===== src/rtl/up_mem_arbiter_if.sv =====
// up_mem_arbiter_if: groups the two requester ports (A, B), the single
// memory port and the busy flag of the up_memory arbiter.
// slave  : the arbiter's view (takes requests, drives acks and memory bus)
// master : the surrounding system's view (requesters plus memory)
interface up_mem_arbiter_if;
  // port A (processor core)
  logic       a_req;
  logic       a_we;
  logic [7:0] a_addr;
  logic [7:0] a_wdata;
  logic       a_ack;
  logic [7:0] a_rdata;
  logic       a_wr_err;
  // port B (program loader / debug)
  logic       b_req;
  logic       b_we;
  logic [7:0] b_addr;
  logic [7:0] b_wdata;
  logic       b_ack;
  logic [7:0] b_rdata;
  // memory side
  logic [7:0] mem_addr;
  logic [7:0] mem_in;
  logic       mem_we;
  logic [7:0] mem_out;
  // status
  logic       busy;

  modport slave (
    input  a_req, a_we, a_addr, a_wdata,
    input  b_req, b_we, b_addr, b_wdata,
    input  mem_out,
    output a_ack, a_rdata, a_wr_err,
    output b_ack, b_rdata,
    output mem_addr, mem_in, mem_we,
    output busy
  );

  modport master (
    output a_req, a_we, a_addr, a_wdata,
    output b_req, b_we, b_addr, b_wdata,
    output mem_out,
    input  a_ack, a_rdata, a_wr_err,
    input  b_ack, b_rdata,
    input  mem_addr, mem_in, mem_we,
    input  busy
  );
endinterface


===== src/rtl/up_mem_arbiter.sv =====
// up_mem_arbiter: round-robin arbiter and access sequencer between the
// processor core (port A), the loader/debug port (port B) and the single
// port of the 256x8 up_memory array. One access every three cycles:
// IDLE (arbitrate) -> ACC_x (memory driven from port x) -> DONE (ack).
// Optional feature: define UP_MEM_ARB_WPROT_EN to suppress port A writes
// to addresses 0..PROT_TOP (reported with a_wr_err alongside a_ack).
module up_mem_arbiter #(
  parameter logic [7:0] PROT_TOP = 8'h0F
) (
  input logic              clk,
  input logic              nRst,
  up_mem_arbiter_if.slave  bus
);

  typedef enum logic [1:0] {
    IDLE  = 2'd0,
    ACC_A = 2'd1,
    ACC_B = 2'd2,
    DONE  = 2'd3
  } state_t;

  state_t     state_reg, state_next;
  logic       last_reg, last_next;     // port served most recently: 0 = A, 1 = B
  logic       a_ack_reg, b_ack_reg;
  logic [7:0] a_rdata_reg, b_rdata_reg;
  logic       a_wr_err_reg;
  logic       a_prot;                  // current port A access is a blocked write
  logic [7:0] mem_addr_c, mem_in_c;
  logic       mem_we_c;

`ifdef UP_MEM_ARB_WPROT_EN
  assign a_prot = bus.a_we && (bus.a_addr <= PROT_TOP);
`else
  // Protection disabled: every write passes; the limit is kept only so the
  // parameter list stays identical between builds.
  logic [7:0] unused_prot_top;
  assign unused_prot_top = PROT_TOP;
  assign a_prot          = 1'b0;
`endif

  // State and round-robin pointer register; reset lands in IDLE with B as
  // last served so that A wins the first tie.
  always_ff @(posedge clk or negedge nRst) begin
    if (!nRst) begin
      state_reg <= IDLE;
      last_reg  <= 1'b1;
    end else begin
      state_reg <= state_next;
      last_reg  <= last_next;
    end
  end

  // Next-state logic: arbitrate only in IDLE; the pointer moves on grant.
  always_comb begin
    state_next = state_reg;
    last_next  = last_reg;
    case (state_reg)
      IDLE: begin
        if (bus.a_req && (!bus.b_req || last_reg)) begin
          state_next = ACC_A;
          last_next  = 1'b0;
        end else if (bus.b_req) begin
          state_next = ACC_B;
          last_next  = 1'b1;
        end
      end
      ACC_A, ACC_B: state_next = DONE;
      DONE:         state_next = IDLE;
      default:      state_next = IDLE;
    endcase
  end

  // Memory bus mux: driven from the granted port only while in ACC_x.
  always_comb begin
    mem_addr_c = 8'h00;
    mem_in_c   = 8'h00;
    mem_we_c   = 1'b0;
    case (state_reg)
      ACC_A: begin
        mem_addr_c = bus.a_addr;
        mem_in_c   = bus.a_wdata;
        mem_we_c   = bus.a_we && !a_prot;
      end
      ACC_B: begin
        mem_addr_c = bus.b_addr;
        mem_in_c   = bus.b_wdata;
        mem_we_c   = bus.b_we;
      end
      default: ;
    endcase
  end

  // Port A response: capture the combinational read at the end of ACC_A,
  // which for writes is the content before the write edge.
  always_ff @(posedge clk or negedge nRst) begin
    if (!nRst) begin
      a_ack_reg    <= 1'b0;
      a_rdata_reg  <= 8'h00;
      a_wr_err_reg <= 1'b0;
    end else if (state_reg == ACC_A) begin
      a_ack_reg    <= 1'b1;
      a_rdata_reg  <= bus.mem_out;
      a_wr_err_reg <= a_prot;
    end else begin
      a_ack_reg    <= 1'b0;
      a_wr_err_reg <= 1'b0;
    end
  end

  // Port B response: same capture, no protection.
  always_ff @(posedge clk or negedge nRst) begin
    if (!nRst) begin
      b_ack_reg   <= 1'b0;
      b_rdata_reg <= 8'h00;
    end else if (state_reg == ACC_B) begin
      b_ack_reg   <= 1'b1;
      b_rdata_reg <= bus.mem_out;
    end else begin
      b_ack_reg   <= 1'b0;
    end
  end

  assign bus.a_ack    = a_ack_reg;
  assign bus.a_rdata  = a_rdata_reg;
  assign bus.a_wr_err = a_wr_err_reg;
  assign bus.b_ack    = b_ack_reg;
  assign bus.b_rdata  = b_rdata_reg;
  assign bus.mem_addr = mem_addr_c;
  assign bus.mem_in   = mem_in_c;
  assign bus.mem_we   = mem_we_c;
  assign bus.busy     = (state_reg != IDLE);

endmodule

===== src/flat_wrapper.sv =====
// flat-port wrapper written by rule: the top's interface ports become plain ports
module up_mem_arbiter_flat 
#(
  parameter logic [7:0] PROT_TOP = 8'h0F
)
  (clk, nRst, bus_a_req, bus_a_we, bus_a_addr, bus_a_wdata, bus_b_req, bus_b_we, bus_b_addr, bus_b_wdata, bus_mem_out, bus_a_ack, bus_a_rdata, bus_a_wr_err, bus_b_ack, bus_b_rdata, bus_mem_addr, bus_mem_in, bus_mem_we, bus_busy);
  up_mem_arbiter_if bus_i ();
  input logic clk;
  input logic nRst;
  input wire logic [$bits(bus_i.a_req)-1:0] bus_a_req;
  input wire logic [$bits(bus_i.a_we)-1:0] bus_a_we;
  input wire logic [$bits(bus_i.a_addr)-1:0] bus_a_addr;
  input wire logic [$bits(bus_i.a_wdata)-1:0] bus_a_wdata;
  input wire logic [$bits(bus_i.b_req)-1:0] bus_b_req;
  input wire logic [$bits(bus_i.b_we)-1:0] bus_b_we;
  input wire logic [$bits(bus_i.b_addr)-1:0] bus_b_addr;
  input wire logic [$bits(bus_i.b_wdata)-1:0] bus_b_wdata;
  input wire logic [$bits(bus_i.mem_out)-1:0] bus_mem_out;
  output wire logic [$bits(bus_i.a_ack)-1:0] bus_a_ack;
  output wire logic [$bits(bus_i.a_rdata)-1:0] bus_a_rdata;
  output wire logic [$bits(bus_i.a_wr_err)-1:0] bus_a_wr_err;
  output wire logic [$bits(bus_i.b_ack)-1:0] bus_b_ack;
  output wire logic [$bits(bus_i.b_rdata)-1:0] bus_b_rdata;
  output wire logic [$bits(bus_i.mem_addr)-1:0] bus_mem_addr;
  output wire logic [$bits(bus_i.mem_in)-1:0] bus_mem_in;
  output wire logic [$bits(bus_i.mem_we)-1:0] bus_mem_we;
  output wire logic [$bits(bus_i.busy)-1:0] bus_busy;
  assign bus_i.a_req = bus_a_req;
  assign bus_i.a_we = bus_a_we;
  assign bus_i.a_addr = bus_a_addr;
  assign bus_i.a_wdata = bus_a_wdata;
  assign bus_i.b_req = bus_b_req;
  assign bus_i.b_we = bus_b_we;
  assign bus_i.b_addr = bus_b_addr;
  assign bus_i.b_wdata = bus_b_wdata;
  assign bus_i.mem_out = bus_mem_out;
  assign bus_a_ack = bus_i.a_ack;
  assign bus_a_rdata = bus_i.a_rdata;
  assign bus_a_wr_err = bus_i.a_wr_err;
  assign bus_b_ack = bus_i.b_ack;
  assign bus_b_rdata = bus_i.b_rdata;
  assign bus_mem_addr = bus_i.mem_addr;
  assign bus_mem_in = bus_i.mem_in;
  assign bus_mem_we = bus_i.mem_we;
  assign bus_busy = bus_i.busy;
  up_mem_arbiter #(.PROT_TOP(PROT_TOP)) u_core (.clk(clk), .nRst(nRst), .bus(bus_i));
endmodule

===== config.mk =====
export PLATFORM = sky130hd
export DESIGN_NAME = up_mem_arbiter_flat
export DESIGN_NICKNAME = d
export VERILOG_FILES = /design/src/rtl/up_mem_arbiter_if.sv /design/src/rtl/up_mem_arbiter.sv /design/src/flat_wrapper.sv
export SDC_FILE = /design/constraint.sdc
export NUM_CORES = 1
export LEC_CHECK = 0
export ABC_CLOCK_PERIOD_IN_PS = 3900
export CORE_MARGIN = 8
export CORE_UTILIZATION = 35
export CTS_CLUSTER_DIAMETER = 50
export DETAILED_ROUTE_END_ITERATION = 7
export DONT_BUFFER_PORTS = 1
export PLACE_DENSITY_LB_ADDON = 0.2
export SLEW_MARGIN = 0
export SYNTH_ARGS = -nofsm -noshare
export SYNTH_HDL_FRONTEND = slang
export SYNTH_SLANG_ARGS = --single-unit

===== constraint.sdc =====
create_clock -name clk -period 3.9 [get_ports clk]
set_clock_uncertainty 0.15 [all_clocks]
set_input_delay 0.585 -clock clk [delete_from_list [all_inputs] [get_ports clk]]
set_output_delay 0.585 -clock clk [all_outputs]
set_load 0.02 [all_outputs]

==> out/results.ini <==
[floorplanning]
rows = 21
die_w_um = 74.1
die_h_um = 74.1
initial_utilization_pct = 36.0
dieArea_um2 = 5490
io_pins = 83
core_um2 = 3280

[power_and_ir_drop]
ir_drop_mv = 0.374
p_int_mw = 0.680
seq_power_share_pct = 40.1
leakage_nw = 0.500
combPwrFrac_pct = 52.1
p_sw_share_pct = 48.9
pwr-share-clk_pct = 7.8
total_power_mw = 1.33
p_switching_mw = 0.649
pwr_density_cell_nw_per_um2 = 1090

[cts]
ctsResizeCount = 0
clock_path_buffers = 2
htreeDepth = 1
cts_hold_buf = 1
clk_pin_slew_ns = 0.11
cts_sinks = 21
root_buffer = clkbuf_4
postCtsSetupRepairBufs = 0
cts_tree = built
cts_made_buffers = 3
insertion_delay_ns = 0.29

[synthesis]
synth_seq_cells = 21
netlist_area_um2 = 1180
ys_warn_count = 0
synth_top_family_by_area = multiplexers
syn_avg_cell_area_um2 = 12.1
synthXorXnorAreaFrac_pct = 0
ys_types = 21
synthCells = 98
synth-simple-area-share_pct = 11.7
synth_nets = 149
synth_mux_area_share_pct = 17.8
synth_adder_area_share_pct = 5.30
synth_compound_area_share_pct = 14.3
ys_seq_area_share_pct = 44.6

[detailed_routing]
dr.pass1.iters = 4
wl_mm = 2.95
wl_per_cell_um = 20.7
vias = 754
drc = 0
detail-route-antenna-nets = 0
drtIter0Drc = 42
avgViaCountPerCell = 5.31

[worst_setup_path]
crit_path_max_fanout = 17
r2r_slack_ns = 2.16
slowest_delay_ns = 0.55
worstSetupStartpointType = flip-flop
critical_path_arrival_ns = 1.97
worst-path-buf-inv = 1
cp.required_ns = 3.16
cp_cell_sequence = inv_1, ha_1, a22oi_1, nor2b_1
endpoint_kind = output pin
critical_path.top_delay_family = adder cells
crit_type = flip-flop to output pin
worst_path_max_delay_cell = ha_1

[job]
cap_violations = 0

[timing]
tightest_slew_ns = 0.967
period_needed_ns = 2.71
drv_slew = 0
rsz0062_at_grt = false
fin_crit_sh_pct = 69.5
slew_headroom_pct = 35.3
fmax_mhz = 369
hold_viol_final = 0
setup_tns_ns = 0
postLayoutSetupSlackWorst_ns = 1.19
whs_ns = 0.195
setup_viol = 0

[finish]
drive_above_1_share_pct = 25.0
seqCellArea_um2 = 527
syn_to_final_growth_pct = 3.60
nFillCells = 329
nets = 148
antenna_cells = 0
multi_input_area_um2 = 583
final_cell_count_no_fill = 142

[global_route]
grt_pass1_vias = 799
grt_first_pass_wirelength_mm = 4.26
grt_max_degree = 27
antenna_found_initial = 0
grt.overflow.total = 0
grt_use_total_pct = 9.83

[place]
place_ws_ns = 1.54
dp.final_hpwl_mm = 2.26
port_buffers = 0
dp_cells = 137
gp_congestion = 0.684

[run_status]
status = completed

[worst_hold_path]
hold_class = primary input to flip-flop

[cells in the mapped netlist]
| master | number | area (um^2) |
|---|---|---|
| mux2_4 | 8 | 120 |
| buf_6 | 2 | 22.5 |
| ha_1 | 5 | 62.6 |
| nor2b_2 | 1 | 8.76 |
| clkbuf_2 | 1 | 5.00 |
| a31oi_1 | 1 | 6.26 |
| dfstp_2 | 1 | 26.3 |
| dfrtp_1 | 20 | 500 |
| nand2b_1 | 1 | 6.26 |
| a311oi_1 | 2 | 17.5 |
| nor2b_1 | 17 | 106 |
| nor2_1 | 1 | 3.75 |
| mux2_2 | 8 | 90.1 |
| buf_4 | 3 | 22.5 |
| a21oi_1 | 2 | 10.0 |
| conb_1 | 1 | 3.75 |
| inv_1 | 3 | 11.3 |
| a22oi_1 | 17 | 128 |
| buf_2 | 2 | 10.0 |
| a21o_1 | 1 | 7.51 |
| nor3b_2 | 1 | 12.5 |
[logic make-up after synthesis]
logic type / count (synthesis)
compound gates: 23
buf+inv: 11
fa+ha+maj: 5
simple gates: 21
other cells: 1
mux: 16
flops: 21
[worst paths after layout]
path                                    endpoint  cells after the start           startpoint
setup / recovery                 bus_mem_addr[7]                      4  u_core.state_reg[0]
hold / removal                   u_core.last_reg                      1            bus_a_req
setup reg to reg             u_core.state_reg[0]                      5  u_core.state_reg[1]
hold reg to reg                  u_core.last_reg                      2      u_core.last_reg
max in group asynchronous    u_core.state_reg[0]                      1                 nRst
min in group asynchronous  u_core.bus.b_rdata[7]                      1                 nRst
[cell type report]
type,instances,area share (%)
multi-input combinational,66,47.6
sequential,21,43.0
tap,46,4.70
clock buffer,3,1.84
timing repair buffer,2,1.43
inverter,3,0.920
clock inverter,1,0.409
[routing by layer]
layer / wire, um / track usage, % / part of all wire (%) / up-vias
met5: 0 / 0 / 0 / -
met4: 42 / 1.55 / 1.4 / 0
met3: 256 / 4.72 / 8.7 / 6
met2: 1570 / 16.8 / 53 / 27
met1: 1070 / 10.9 / 36 / 380
li1: - / - / - / 341
[power groups by stage]
stage          Sequential (mW)  Combinational (mW)  Clock, mW
3_3_place_gp             0.541               0.676          0
6_report                 0.533               0.692      0.104
3_5_place_dp             0.543               0.695          0
2_1_floorplan            0.511               0.644          0
4_1_cts                  0.538               0.700      0.112
5_1_grt                  0.549               0.760      0.122
[placed cells by master (no fill, tap or decap)]
cell,netlist,final
nor3b_2,1,1
a311oi_1,2,2
nor2b_1,17,17
a31oi_1,1,1
a21o_1,1,1
nor2_1,1,1
inv_1,3,3
dfstp_2,1,1
dfrtp_1,20,20
buf_4,3,1
a21oi_1,2,2
ha_1,5,5
nor2b_2,1,1
clkbuf_4,0,3
mux2_4,8,8
a22oi_1,17,17
nand2b_1,1,1
conb_1,1,1
clkinv_2,0,1
dlygate4sd3_1,0,1
mux2_2,8,8
[stage by stage]
step	util [%]	area (um^2)
after floorplan	-	1180
after global placement	36.1	1190
after detailed placement	36.1	1190
after CTS	37.3	1220
after global routing	37.3	1220
final	37.3	1220
(Power assumes the default switching activity.)
